### config.mk
export PLATFORM = sky130hd
export DESIGN_NAME = level_shifter_down_ctrl
export DESIGN_NICKNAME = d
export VERILOG_FILES = /design/src/rtl/level_shifter_down_ctrl.sv
export SDC_FILE = /design/constraint.sdc
export NUM_CORES = 1
export LEC_CHECK = 0
export ABC_AREA = 1
export CAP_MARGIN = 15
export CORE_UTILIZATION = 40
export DETAILED_ROUTE_END_ITERATION = 12
export PLACE_DENSITY = 0.79
export SLEW_MARGIN = 10
export SYNTH_ARGS = -nofsm -noshare
export SYNTH_HDL_FRONTEND = slang
export SYNTH_SLANG_ARGS = --single-unit
### constraint.sdc
create_clock -name clk -period 1.3 [get_ports clk]
set_clock_uncertainty 0.15 [all_clocks]
set_input_delay 0.26 -clock clk [delete_from_list [all_inputs] [get_ports clk]]
set_output_delay 0.26 -clock clk [all_outputs]
set_load 0.1 [all_outputs]
### src/rtl/level_shifter_down_ctrl.sv
// High-to-low voltage stream crossing: sequences shifter enable against both power-good flags and clamps outputs while unpowered.
// One-entry buffer, 1-cycle latency, full throughput; in_ready = !out_valid | out_ready while ACTIVE and powered.
module level_shifter_down_ctrl #(
   parameter int               WIDTH         = 8,
   parameter int               SETTLE_CYCLES = 4,
   parameter logic [WIDTH-1:0] CLAMP_VAL     = '0
) (
   input  logic             clk,
   input  logic             rst,
   input  logic             src_pwr_good,
   input  logic             dst_pwr_good,
   input  logic             in_valid,
   input  logic [WIDTH-1:0] in_data,
   output logic             in_ready,
   output logic             out_valid,
   output logic [WIDTH-1:0] out_data,
   input  logic             out_ready,
   output logic             ls_enable,
   output logic             path_active,
   output logic             drop_pulse
);

   localparam int CW = $clog2(SETTLE_CYCLES + 1);
   localparam logic [CW-1:0] CNT_LOAD = CW'(SETTLE_CYCLES - 1);
   localparam logic [CW-1:0] CNT_ONE  = CW'(1);

   localparam logic [1:0] ST_OFF    = 2'd0;
   localparam logic [1:0] ST_SETTLE = 2'd1;
   localparam logic [1:0] ST_ACTIVE = 2'd2;
   localparam logic [1:0] ST_DRAIN  = 2'd3;

   logic [1:0]       state_q, state_d;
   logic [CW-1:0]    cnt_q, cnt_d;
   logic             out_valid_q, out_valid_d;
   logic [WIDTH-1:0] out_data_q, out_data_d;
   logic             drop_q, drop_d;
   logic             ls_enable_q, path_active_q;
   logic             pg_ok, accept, consume;

   assign pg_ok    = src_pwr_good & dst_pwr_good;
   // Any power fault blocks acceptance in the same cycle it is seen.
   assign in_ready = (state_q == ST_ACTIVE) & pg_ok & (~out_valid_q | out_ready);
   assign accept   = in_valid & in_ready;
   assign consume  = out_valid_q & out_ready;

   always_comb begin
      state_d     = state_q;
      cnt_d       = cnt_q;
      out_valid_d = out_valid_q;
      out_data_d  = out_data_q;
      drop_d      = 1'b0;
      case (state_q)
         ST_OFF: begin
            out_valid_d = 1'b0;
            out_data_d  = CLAMP_VAL;
            if (pg_ok) begin
               state_d = ST_SETTLE;
               cnt_d   = CNT_LOAD;
            end
         end
         ST_SETTLE: begin
            if (!pg_ok) begin
               state_d = ST_OFF;
            end else if (cnt_q == '0) begin
               state_d = ST_ACTIVE;
            end else begin
               cnt_d = cnt_q - CNT_ONE;
            end
         end
         ST_ACTIVE: begin
            if (!dst_pwr_good) begin
               state_d     = ST_OFF;
               out_valid_d = 1'b0;
               out_data_d  = CLAMP_VAL;
               drop_d      = out_valid_q & ~out_ready;
            end else if (!src_pwr_good) begin
               if (!out_valid_q || out_ready) begin
                  state_d     = ST_OFF;
                  out_valid_d = 1'b0;
                  out_data_d  = CLAMP_VAL;
               end else begin
                  state_d = ST_DRAIN;
               end
            end else if (accept) begin
               out_valid_d = 1'b1;
               out_data_d  = in_data;
            end else if (consume) begin
               out_valid_d = 1'b0;
            end
         end
         ST_DRAIN: begin
            if (!dst_pwr_good) begin
               state_d     = ST_OFF;
               out_valid_d = 1'b0;
               out_data_d  = CLAMP_VAL;
               drop_d      = 1'b1;
            end else if (out_ready) begin
               state_d     = ST_OFF;
               out_valid_d = 1'b0;
               out_data_d  = CLAMP_VAL;
            end
         end
         default: begin
            state_d     = ST_OFF;
            out_valid_d = 1'b0;
            out_data_d  = CLAMP_VAL;
         end
      endcase
   end

   always_ff @(posedge clk) begin
      if (rst) begin
         state_q       <= ST_OFF;
         cnt_q         <= '0;
         out_valid_q   <= 1'b0;
         out_data_q    <= CLAMP_VAL;
         drop_q        <= 1'b0;
         ls_enable_q   <= 1'b0;
         path_active_q <= 1'b0;
      end else begin
         state_q       <= state_d;
         cnt_q         <= cnt_d;
         out_valid_q   <= out_valid_d;
         out_data_q    <= out_data_d;
         drop_q        <= drop_d;
         ls_enable_q   <= (state_d != ST_OFF);
         path_active_q <= (state_d == ST_ACTIVE);
      end
   end

   assign out_valid   = out_valid_q;
   assign out_data    = out_data_q;
   assign drop_pulse  = drop_q;
   assign ls_enable   = ls_enable_q;
   assign path_active = path_active_q;

endmodule

==> metrics list <==
- The floorplan step set the die height to roughly 48 um.
- Area growth from synthesis to final layout: 112%
* Dominant cell type by area after synthesis: dfxtp_1
- Hold-fix buffer count after cts: 0
- The average instance in the mapped netlist occupies 7.03 um2.
- Post-synthesis share of cell area spent on and, or, nand and nor gates: between 40% and 50%
- For this configuration, the core starts out at a cell density of between 40% and 50%.
- Synthesis produced a netlist with a net count of approximately 140.
- Initial DRC Count: 65
- STA classifies the critical path endpoint as a flip-flop.
* Number of buffers created by CTS: 3
* Total design power: between 1 and 1.5 mW
* Number of placement rows: 16
* Number of vias after detailed routing: roughly 1200
- The run finished, with violations left.
- Count of filler cells inserted in the layout: 73
- Wire length of the first global-routing pass: 5290 um
- The clock reaches the later pin of the worst-skew pair after about 330 ps.
- After detailed routing, the number of remaining DRC violations is 0.
* Startpoint class of the critical path: flip-flop
* Clk pin slew, worst setup/hold paths: ~130 ps
- Setup violations remaining at the end of the flow were counted as 22.
- Using the TritonRoute via totals, the vias-per-cell ratio works out to about 5.9.
- 27 I/O pins were placed.
* Multiplexer share of the synthesized area: 0%
- WL/cell: about 22 um
- On the critical path, the stage with the largest delay is an instance of dfxtp_2.
* Netlist area before placement: about 860 um2
* Leakage power summed over all cells: between 0.8 and 0.9 nW
* Number of nets with antenna violations after routing: 0
* Net count reported at finish: 195
- Once placement finished, the instance area stood at about 1500 um2.
- Measured along the x axis, the die boundary spans ~48 um.
* Synthesized instance count: approximately 120
- The min-delay analysis places its worst path in the category primary input to flip-flop.
- The via count of the first global-routing pass came to roughly 1100.
- The total area inside the core boundary comes to 1980 um2.
- After global routing the overflow that remains totals 0.
- Setup repair after global routing could not meet its margin everywhere.
- Peak supply drop: about 0.00086 V
- The number of max-slew violations in the final report was 0.
- For this run, the slowest stage of the critical path takes between 300 and 400 ps.
- Based on the critical path, the design can be clocked at up to approximately 0.6 GHz.
* Final-layout setup total negative slack: -4170 ps
* Main combinational cell family by area after synthesis: simple AND/OR/NAND/NOR gates
- Cell area after layout: 1820 um2
- Of the post-synthesis cell area, the dominant cell type holds approximately 40%.
- Routed WL: 4500 um
- Total count of hold-check failures in the final report: 0
- For this run, the number of Yosys warnings is 0.
* CP Data Arrival Time: between 1500 and 2000 ps
- Root buffer selected by CTS: clkbuf_4
- Initial antenna violation count: 0
- Number of buffers inserted by port buffering: 26
- Total routing resource utilization after global routing: between 30% and 40%
- Cell class contributing the biggest share of worst-path delay: simple AND/OR/NAND/NOR gates
- Pwr per Cell Area: 701 nW/um2
- Worst-margin pin slew: 386 ps
* Area share of fa/ha/maj cells after synthesis: 2.92%
- Buffers from clock root to sink, at most: 2
* Sum of net half-perimeters after detailed placement: ~1900 um
* Worst EP required: around 1400 ps
* Type of the worst setup path: flip-flop to flip-flop
- Largest fanout of any net on the critical path: 8
- Synthesis inferred 17 register bits.
- Buffer and inverter count on the worst path: 4
- By area the synthesized netlist is led by dfxtp_1 (40%), nand2_1 (13%), nor2_1 (10%).
- Clock sinks: 17
- Relative slew margins: roughly three quarters
* Maximum number of pins on one net before global-route repair: 11
- The floorplan step defined a die boundary enclosing about 2300 um2.
* Xor/xnor cell area share of the yosys netlist: slightly above 1%
- Number of H-tree branching levels: 1
- Share of cells above drive strength 1: between 60% and 70%
- Clock period minus final worst setup slack: approximately 1700 ps
- CTS tree: built
- In this run, distinct cell masters in the synthesized netlist total 22.
- After layout, the worst setup slack is -396 ps.
* Antenna diodes: 0
- Routability-driven placement finished with a final weighted congestion of around 0.95.
- Of the synthesized area, sequential elements account for ~40%.
- Ratio of final minimum period to clock period: 130%
* Max_cap viols: 0
* DR pass1 iterations: 4
- The final reports fail on setup timing.
- Summing the areas of all compound-gate instances in the mapped netlist gives 5.99% of the synthesized area.
- CP cell instances: inv_2 > nand2_2 > buf_4 > nor2_4 > buf_6 > a21oi_4 > buf_12 > nand3_1 > nand2_1 > nor2_1
area by class of cell:
cell class | instances | area, um2 | area share, %
Multi-Input combinational cell | 93 | 701 | 38.5
Timing Repair Buffer | 52 | 641 | 35.2
Sequential cell | 17 | 368 | 20.2
Inverter | 12 | 47.5 | 2.62
Tap cell | 27 | 33.8 | 1.86
Clock buffer | 3 | 22.5 | 1.24
Clock inverter | 1 | 5.00 | 0.275
power breakdown:
part | internal [mW] | leakage [nW] | switching [mW] | total (mW)
Clock | 0.115 | 0.0177 | 0.210 | 0.325
Sequential | 0.535 | 0.146 | 0.0178 | 0.553
Combinational | 0.166 | 0.691 | 0.230 | 0.396
Total | 0.817 | 0.855 | 0.457 | 1.27
final timing paths:
path                                  start     endpoint  slack (ps)  cells after the start
worst max-delay path             state_q[0]  out_data[0]        -400                     10
worst max register to register   state_q[0]  out_data[0]        -400                     10
worst min-delay path              out_ready   drop_pulse         340                      4
worst min register to register  out_data[7]  out_data[7]         380                      2
synthesized netlist by cell type:
cell	count
ha_1	2
o21ai_0	3
o21bai_1	1
nor2_8	1
nor2_4	1
inv_1	11
nand3_1	15
buf_6	1
o21ai_1	1
nand4_1	1
a21oi_1	3
nand2_4	2
xor2_1	1
nor3_1	2
nand2_2	1
clkbuf_1	1
nor2_2	4
nand2_1	29
inv_2	1
a21oi_2	1
dfxtp_1	17
nor2_1	23
repair_timing:
item                       in CTS  in global routing
setup buffers                   7                  6
gates resized for setup        56                 16
setup endpoints to repair      18                 19
pin swaps                      20                 19
gates cloned                    1                  1
worst min-delay path: cells and delay by family:
kind                   cells  cell delay (ps)
AO/OA/AOI/OAI              1               60
buffers and inverters      2              370
AND/OR/NAND/NOR            1               90
cells in the final DEF (no fill, tap or decap), types with 8 or more instances in the layout:
| cell type | netlist | layout |
|---|---|---|
| buf_12 | 0 | 15 |
| buf_4 | 0 | 15 |
| buf_6 | 1 | 9 |
| clkdlybuf4s50_1 | 0 | 10 |
| dfxtp_2 | 0 | 13 |
| inv_2 | 1 | 8 |
| nand2_1 | 29 | 18 |
| nand2_2 | 1 | 10 |
| nand3_2 | 0 | 9 |
| nor2_1 | 23 | 18 |
| nor2_4 | 1 | 9 |
sequential cells by signal, summed over array words and instances, names as in the netlist:
register	count
ls_enable	1
out_valid	1
path_active	1
state_q	2
out_data	8
cnt_q	3
drop_pulse	1
routing by layer:
| metal | vias to the layer above | routed length (um) | GRT usage, % |
|---|---|---|---|
| li1 | 504 | - | - |
| met1 | 575 | 1720 | 39.8 |
| met2 | 103 | 2150 | 54.4 |
| met3 | 30 | 373 | 9.63 |
| met4 | 0 | 256 | 26.1 |
| met5 | - | 0 | 0 |
metrics by stage:
| stage | util [%] | hold slack (ps) | cells | setup slack, ps |
|---|---|---|---|---|
| 5_1_grt | 91.7 | 367 | 205 | -420 |
| 6_report | 91.7 | 342 | 205 | -396 |
| 3_5_place_dp | 73.2 | 331 | 190 | -603 |
| 2_1_floorplan | - | 179 | 122 | -478 |
| 4_1_cts | 86.1 | 340 | 200 | -368 |
| 3_3_place_gp | 73.2 | 326 | 190 | -504 |
cell families after synthesis:
| logic type | count (synthesis) |
|---|---|
| xor gates and xnor gates | 1 |
| AOI/OAI and AO/OA | 9 |
| and+or+nand+nor | 79 |
| DFF | 17 |
| buffers and inverters | 14 |
| adders and majority gates | 2 |
Note: power is estimated with default switching activity, not from simulation.
==> edit, RTL diff (same settings) <==
Change the parameter `SETTLE_CYCLES` from 4 to 8.
--- a/src/rtl/level_shifter_down_ctrl.sv
+++ b/src/rtl/level_shifter_down_ctrl.sv
@@ -2,7 +2,7 @@
 // One-entry buffer, 1-cycle latency, full throughput; in_ready = !out_valid | out_ready while ACTIVE and powered.
 module level_shifter_down_ctrl #(
    parameter int               WIDTH         = 8,
-   parameter int               SETTLE_CYCLES = 4,
+   parameter int               SETTLE_CYCLES = 8,
    parameter logic [WIDTH-1:0] CLAMP_VAL     = '0
 ) (
    input  logic             clk,
Function: changed (a bounded check fails within 10 cycles, from zero or initial values and one cycle with rst high).
==> edit against the original RTL <==
  * Setup slack got worse by 0.024 ns
  * Sequential cell count rose by 1
  * Wire length fell by 7.7%
  * Total power rose by 8.2%
  * Sequential power rose by 6.7%
  * Via count rose by 1.4%
  * Design area rose by 6.2%
  * Area after synthesis rose by 9.3%
  * The run still ends with setup timing left
==> edit: results (changes against the original RTL) <==
** Outcome
- The flow ran to the end, but the final reports show violations.
- Failing checks :: setup timing

** Drt
- The via count was 1229 (+1.4%).
- The number of vias per cell after detailed routing is 5.252 (-11%).
- Violation count after the first detailed-route iteration :: 56 (-14%)
- The routed wire length came to 4155 um (-7.7%).

** Yosys
- Top post-synthesis cells by count :: 32 x sky130_fd_sc_hd__nand2_1, 31 x sky130_fd_sc_hd__nor2_1, 23 x sky130_fd_sc_hd__inv_1
- The register area share after synthesis came to 38.45% (-1.3 points).
- In the post-synthesis netlist, the biggest area contributors are sky130_fd_sc_hd__dfxtp_1 38%, sky130_fd_sc_hd__nand2_1 13%, sky130_fd_sc_hd__nor2_1 12%.
- FF+latch count, synth :: 18 (+1)
- The post-synthesis cell type count came to 24 (+9.1%).
- The synthesized instance count came to 142 (+16%).
- The net count after synthesis is 157 (+14%).

** Critical path
- R2r endpoint :: out_data[6]
- Endpoint of the worst setup timing path :: out_data[6]
- The top fanout value on the critical path came to 3 (-5).
- The cell family contributing the most delay on the critical path is buffers and inverters.

** Layout
- Relative to the synthesized area, the layout overhead comes to 106.0%.
- The area of the multi-input gates came to 679.4 sq um (-3.0%).
- Clock network share of area :: 1.879% (+0.37 points)
- The number of signal-net buffers in the layout came to 60 (+15%).
- The clock buffer instance count of the final layout is 4 (+1).
- Fraction of cell area in non-clock buffers :: 35.64% (+0.41 points)
- The layout net count was 222 (+14%).
- The sequential portion of the cell area was 19.96% (-0.27 points).
- Fillcell total :: 113 (+55%)
- The fraction of final layout cells sized beyond drive strength 1 came to 60.19% (-4.4 points).
- Invs w/o clock :: 27 (+15)
- The multi-input combinational cell count came to 97 (+4.3%).

** Power
- The relative contribution of sequential cells to total power was 42.8% (-0.6 points).
- Net switching power :: 455.2 uW (-0.48%)
- The leakage power summed over all cells came to 0.0009157 uW (+7.1%).
- Power density of the placed cells :: 714.1 nW/um^2 (+1.9%)
- The worst voltage drop across the vdd grid is 0.0008183 V (-5.4%).

** STA
- Setup-failing EPs final :: 19 (-14%)
- The worst-case hold slack came to 0.2055 ns (-0.1370 ns).
- The final worst slack was -0.4194 ns (-0.02373 ns).
- The relative slew slack came to 79.84% (+5.6 points).

** Hold path
- The number of cells on the worst hold path is 2 (-2).
- Source of the worst hold timing path :: dst_pwr_good

** Place
- Post-detailed-placement cell area :: 1528 sq um (+5.3%)
- Number of placed instances, taps included :: 212 (+12%)
- Placer's final routability congestion estimate :: 0.7859 (-17%)
- Estimated wirelength of the detail-placed design :: 1822 um (-2.0%)

** CTS
- Cts repair resizes :: 30 (-46%)
- Clk root buf :: sky130_fd_sc_hd__clkbuf_4
- The latest clock arrival within the worst-skew pair was 0.31 ns (-0.02 ns).

** Global route
- The first-pass GRT wire length was 5009 um (-5.3%).
- The total global routing track utilization is 27.11% (-7.6 points).
- Routing usage on met1 :: 29.57% (-10 points)
- The global routing met2 resource utilization was 48.00% (-6.4 points).
- The via count of the first global-routing pass is 1108 (+3.2%).

** Floorplanning
- Cell row count :: 17 (+1)
## edit: changes by cell type after synthesis, moves of 2 or more
cell and change:
sky130_fd_sc_hd__inv_1 +12, sky130_fd_sc_hd__inv_2 +2, sky130_fd_sc_hd__nand2_1 +3, sky130_fd_sc_hd__nand2_2 +3, sky130_fd_sc_hd__nand3_1 -9, sky130_fd_sc_hd__nor2_1 +8
sky130_fd_sc_hd__nor2_2 -2, sky130_fd_sc_hd__o21ai_0 +3
## edit: layer usage
metal	wire (um)	share of wire (%)	vias to the layer above
li1	-	-	560
met1	1576	38	590
met2	2196	53	61
met3	198	4.8	18
met4	184	4.4	0
met5	0	0	-
## edit: logic make-up after synthesis
family	Yosys count	share of synthesized area, %
adders and majority gates	1	1.335
DFF	18	38.45
xor gates and xnor gates	1	0.9348
AOI/OAI and AO/OA	12	8.012
and+or+nand+nor	82	38.99
buffers and inverters	28	12.28
